$ cat config.mk
export PLATFORM = sky130hd
export DESIGN_NAME = divide_by_21
export DESIGN_NICKNAME = d
export VERILOG_FILES = /design/src/rtl/divide_by_21.sv
export SDC_FILE = /design/constraint.sdc
export NUM_CORES = 1
export LEC_CHECK = 0
export ABC_AREA = 1
export CORE_UTILIZATION = 50
export CTS_CLUSTER_DIAMETER = 40
export DETAILED_ROUTE_END_ITERATION = 10
export DONT_BUFFER_PORTS = 1
export HOLD_SLACK_MARGIN = 0.12
export PLACE_DENSITY = 0.62
export SYNTH_ARGS = -nofsm -noshare
export SYNTH_HDL_FRONTEND = slang
export SYNTH_SLANG_ARGS = --single-unit
export TNS_END_PERCENT = 50
$ cat constraint.sdc
create_clock -name clk -period 2.8 [get_ports clk]
set_input_delay 0.56 -clock clk [delete_from_list [all_inputs] [get_ports clk]]
set_output_delay 0.56 -clock clk [all_outputs]
set_load 0.01 [all_outputs]
$ cat src/rtl/divide_by_21.sv
// Sequential unsigned divide-by-21: one restoring step per cycle, MSB first.
// Optional result self-check enabled by defining DIVIDE_BY_21_SELFCHECK_EN.
module divide_by_21 #(
    parameter int W = 32
) (
    input  logic         clk,
    input  logic         rst_n,
    input  logic         in_vld,
    input  logic [W-1:0] in_a,
    output logic         in_rdy,
    output logic         out_vld,
    output logic [W-1:0] out_q,
    output logic [4:0]   out_r,
    input  logic         out_rdy,
    output logic         fail
);

    localparam int         CW      = $clog2(W);
    localparam logic [5:0] DIVISOR = 6'd21;

    typedef enum logic [1:0] {IDLE, BUSY, DONE} state_t;

    state_t          state_reg, state_next;
    logic [W-1:0]    a_reg, q_reg, q_next;
    logic [5:0]      rem_reg, rem_shift, rem_next;
    logic [CW-1:0]   cnt_reg;
    logic            a_bit, q_bit;

    always_ff @(posedge clk or negedge rst_n) begin
        if (!rst_n) begin
            state_reg <= IDLE;
        end else begin
            state_reg <= state_next;
        end
    end

    always_comb begin
        state_next = state_reg;
        case (state_reg)
            IDLE:    if (in_vld)          state_next = BUSY;
            BUSY:    if (cnt_reg == '0)   state_next = DONE;
            DONE:    if (out_rdy)         state_next = IDLE;
            default:                      state_next = IDLE;
        endcase
    end

    assign in_rdy  = (state_reg == IDLE);
    assign out_vld = (state_reg == DONE);

    // The remainder stays below 21 after each step, so the shifted value fits 6 bits.
    always_comb begin
        a_bit     = a_reg[cnt_reg];
        rem_shift = (rem_reg << 1) | {5'd0, a_bit};
        q_bit     = (rem_shift >= DIVISOR);
        rem_next  = q_bit ? (rem_shift - DIVISOR) : rem_shift;
    end

    generate
        for (genvar gi = 0; gi < W; gi++) begin : g_qbit
            assign q_next[gi] = (cnt_reg == CW'(gi)) ? q_bit : q_reg[gi];
        end
    endgenerate

    always_ff @(posedge clk or negedge rst_n) begin
        if (!rst_n) begin
            a_reg   <= '0;
            q_reg   <= '0;
            rem_reg <= '0;
            cnt_reg <= '0;
        end else begin
            case (state_reg)
                IDLE: begin
                    if (in_vld) begin
                        a_reg   <= in_a;
                        q_reg   <= '0;
                        rem_reg <= '0;
                        cnt_reg <= CW'(W - 1);
                    end
                end
                BUSY: begin
                    q_reg   <= q_next;
                    rem_reg <= rem_next;
                    if (cnt_reg != '0) begin
                        cnt_reg <= cnt_reg - CW'(1);
                    end
                end
                default: ;
            endcase
        end
    end

    assign out_q = q_reg;
    assign out_r = rem_reg[4:0];

`ifdef DIVIDE_BY_21_SELFCHECK_EN
    localparam int XW = W + 5;

    logic [XW-1:0] q_ext, recon, a_ext;
    logic          mismatch, fail_reg;

    // q*21 + r rebuilt by shift-add on widened operands, judged on the final step.
    always_comb begin
        q_ext    = XW'(q_next);
        a_ext    = XW'(a_reg);
        recon    = (q_ext << 4) + (q_ext << 2) + q_ext + XW'(rem_next);
        mismatch = (recon != a_ext) || (rem_next > 6'd20);
    end

    always_ff @(posedge clk or negedge rst_n) begin
        if (!rst_n) begin
            fail_reg <= 1'b0;
        end else if (state_reg == IDLE && in_vld) begin
            fail_reg <= 1'b0;
        end else if (state_reg == BUSY && cnt_reg == '0) begin
            fail_reg <= mismatch;
        end
    end

    assign fail = fail_reg;
`else
    assign fail = 1'b0;
`endif

endmodule

==> impl_metrics.csv <==
group,metric,value,unit
drt,drc,0,
worst_setup_path,worstRegToRegCells,15,
global_route,grt_antenna_before_repair,0,
cells_and_area,drive_gt1_share,12.1,%
pwr,pwr_density_cell,1380,nW/um^2
worst_setup_path,criticalPathCategory,"reg2reg",
place,gp_congestion,0.810,
worst_setup_path,end_kind,"flop",
pwr,pwr-share-comb,45.5,%
die,die_w,88.7,um
cells_and_area,diodes,0,
drt,drtAntennaViolNets,0,
clock_tree,cts_buffers,9,
die,io_pins,76,
worst_setup_path,cp-startpoint,"cnt_reg[0]",
logic_synthesis,yosysTopAreaCell,"dfrtp_1",
logic_synthesis,synth_cells,456,
logic_synthesis,yosysWarnings,0,
sta,drv_slew,0,
drt,drt_pre_antenna_iters,4,
logic_synthesis,synth_ff_type,"dfrtp_1",
cells_and_area,nets,500,
clock_tree,tritoncts,"built",
worst_setup_path,cp-start-kind,"flop",
sta,period_minus_slack,2530,ps
worst_setup_path,worst_ep_required_time,3070,ps
worst_setup_path,crit_arrival,2800,ps
global_route,overflow,0,
die,dieHeight,88.7,um
drt,first_iter_violations,157,
clock_tree,clkLatencyLatePin,350,ps
drt,vias,2990,
logic_synthesis,yosysSeqAreaShare,50.6,%
die,dieArea,7870,um^2
clock_tree,clockRootBuffer,"clkbuf_8",
sta,final.setup.tns,0,ps
sta,max_freq,395,MHz
logic_synthesis,netlist_area,3760,um^2
die,start_util,51.8,%
sta,tightestPinTransition,687,ps
pwr,switchingPower,2.58,mW
flow_run,maxCapViolCount,0,
logic_synthesis,synth_top_area_share,50.6,%
pwr,power.total,5.64,mW
sta,holdWs,313,ps
pwr,p_seq_share,37.7,%
worst_setup_path,critical_path.endpoint,"out_q[17]",
cells_and_area,layout_commonest_cell,"nand2_1",
logic_synthesis,syn_nets,499,
cells_and_area,area_growth_syn_to_layout,8.86,%
pwr,p_int,3.07,mW
clock_tree,cts.sinks,76,
drt,vias_per_cell,5.33,
logic_synthesis,synth_cell_type_count,36,
clock_tree,htree_num_levels,3,
die,placeableCoreArea,7250,um^2
global_route,grt_start_max_net_pins,77,
global_route,grt_pass1_vias,2734,
sta,clock_skew,9.38,ps
pwr,vdd_drop_max,0.510,mV
pwr,leakagePower,1.95,nW
pwr,power.share.switching,45.7,%
sta,period_share,90.4,%
place,port_buffers,0,
cells_and_area,final_cell_mix,"nand2_1, dfrtp_1, a21oi_1",
worst_setup_path,rr_startpoint,"cnt_reg[0]",
drt,wl_per_cell,14.6,um
status,status,"finished clean",
logic_synthesis,ys_ff_latch,76,
pwr,clkPwrFrac,16.8,%
clock_tree,clk_pin_slew,80,ps
worst_setup_path,r2r_setup_slack,270,ps
logic_synthesis,async_flop_share,100,%
clock_tree,clk_path_buf_depth,2,
logic_synthesis,synth_edf_count,0,
sta,hold_violations,0,
sta,relSlewSlack,54.1,%
logic_synthesis,syn_area_per_cell,8.24,um^2
sta,rsz0062_at_grt,"no",
global_route,grt_pass1_wl,13200,um
place,hpwl,5600,um
drt,drt_wl_total,8190,um
logic_synthesis,yosys-top-cells-area,"dfrtp_1, nand2_1, a21oi_1, nand3_1, o21ai_0",
worst_hold_path,hold_class,"in2reg",
sta,setup_viol,0,
worst_setup_path,path_max_fanout,34,
worst_setup_path,r2r-end,"out_q[17]",
die,num_rows,31,
global_route,track_usage,22.4,%
## worst max-delay path: stages, from the launching register on
cell     delay [ps]
dfrtp_1         400
inv_2           240
nor2_1           70
o21ai_0         240
a21oi_1         100
nand2_1          90
nand2_1          90
ha_1            190
or2_4           260
nand3_2          60
nand2_2          60
nand2_4          80
inv_2            50
nor2_2          120
inv_4           160
a31oi_1         200
## Yosys cell counts, types with 3 or more instances
| cell | number |
|---|---|
| inv_1 | 31 |
| buf_2 | 12 |
| buf_6 | 3 |
| a21oi_1 | 33 |
| nand3_1 | 28 |
| inv_2 | 8 |
| clkbuf_1 | 4 |
| o21a_1 | 4 |
| dfrtp_1 | 76 |
| nor2_4 | 3 |
| nand2_2 | 5 |
| nand2_1 | 141 |
| o21ai_1 | 13 |
| a31oi_1 | 10 |
| o21ai_0 | 27 |
| nor2_1 | 26 |
| ha_1 | 7 |
## cell type report
type | count | area (um^2)
clock buffers | 10 | 138
clock inverters | 6 | 87.6
fillers | 701 | 3160
inverters | 42 | 165
multi-input cells | 318 | 1580
flip-flops and latches | 76 | 1900
well taps | 99 | 124
repair buffers | 10 | 97.6
## power groups by stage
stage                     combinational, mW  clock [mW]  sequential (mW)
after CTS                              2.58       0.962             2.13
after detailed placement               2.54           0             2.15
after global routing                   2.94        1.01             2.20
after global placement                 2.48           0             2.14
final                                  2.57       0.948             2.13
after floorplan                        2.10           0             2.05
## cells by family (layout without fill, tap and decap cells)
family	after synthesis	count (layout)	share of synthesized area, %
adder cells (fa/ha/maj)	7	7	2.33
other	1	1	0.0998
buffers and inverters	62	68	7.43
AND/OR/NAND/NOR	213	213	24.7
AO/OA/AOI/OAI	97	97	14.9
flip-flops	76	76	50.6
## routing by layer
metal  track usage [%]  wire (um)
met1              31.5       3900
met2              33.9       3710
met3              5.04        500
met4              8.36         89
met5                 0          0
## worst min path at each step
stage          startpoint      endpoint  slack (ps)  cells past startpoint
2_1_floorplan       rst_n      a_reg[0]         260                      0
3_3_place_gp        rst_n     a_reg[16]         270                      0
3_5_place_dp        rst_n      a_reg[2]         270                      0
4_1_cts           in_a[7]      a_reg[7]         300                      2
5_1_grt           out_rdy  state_reg[1]         310                      1
6_report          in_a[7]      a_reg[7]         310                      2
## metrics by stage
step	cells	utilization [%]	setup WS (ps)	area, um^2
global placement	543	52.7	196	3820
global route	561	56.4	18.2	4090
finish	561	56.4	268	4090
detailed placement	543	52.7	112	3820
CTS	561	56.4	107	4090
floorplan	456	-	506	3760
## what timing repair did
item,in CTS,in global routing
hold endpoints to repair,76,0
endpoints found under the setup margin,0,34
buffers inserted,0,0
gates resized for setup,0,2
hold buffers,2,0
No activity file was read; power rests on OpenSTA's default activity.
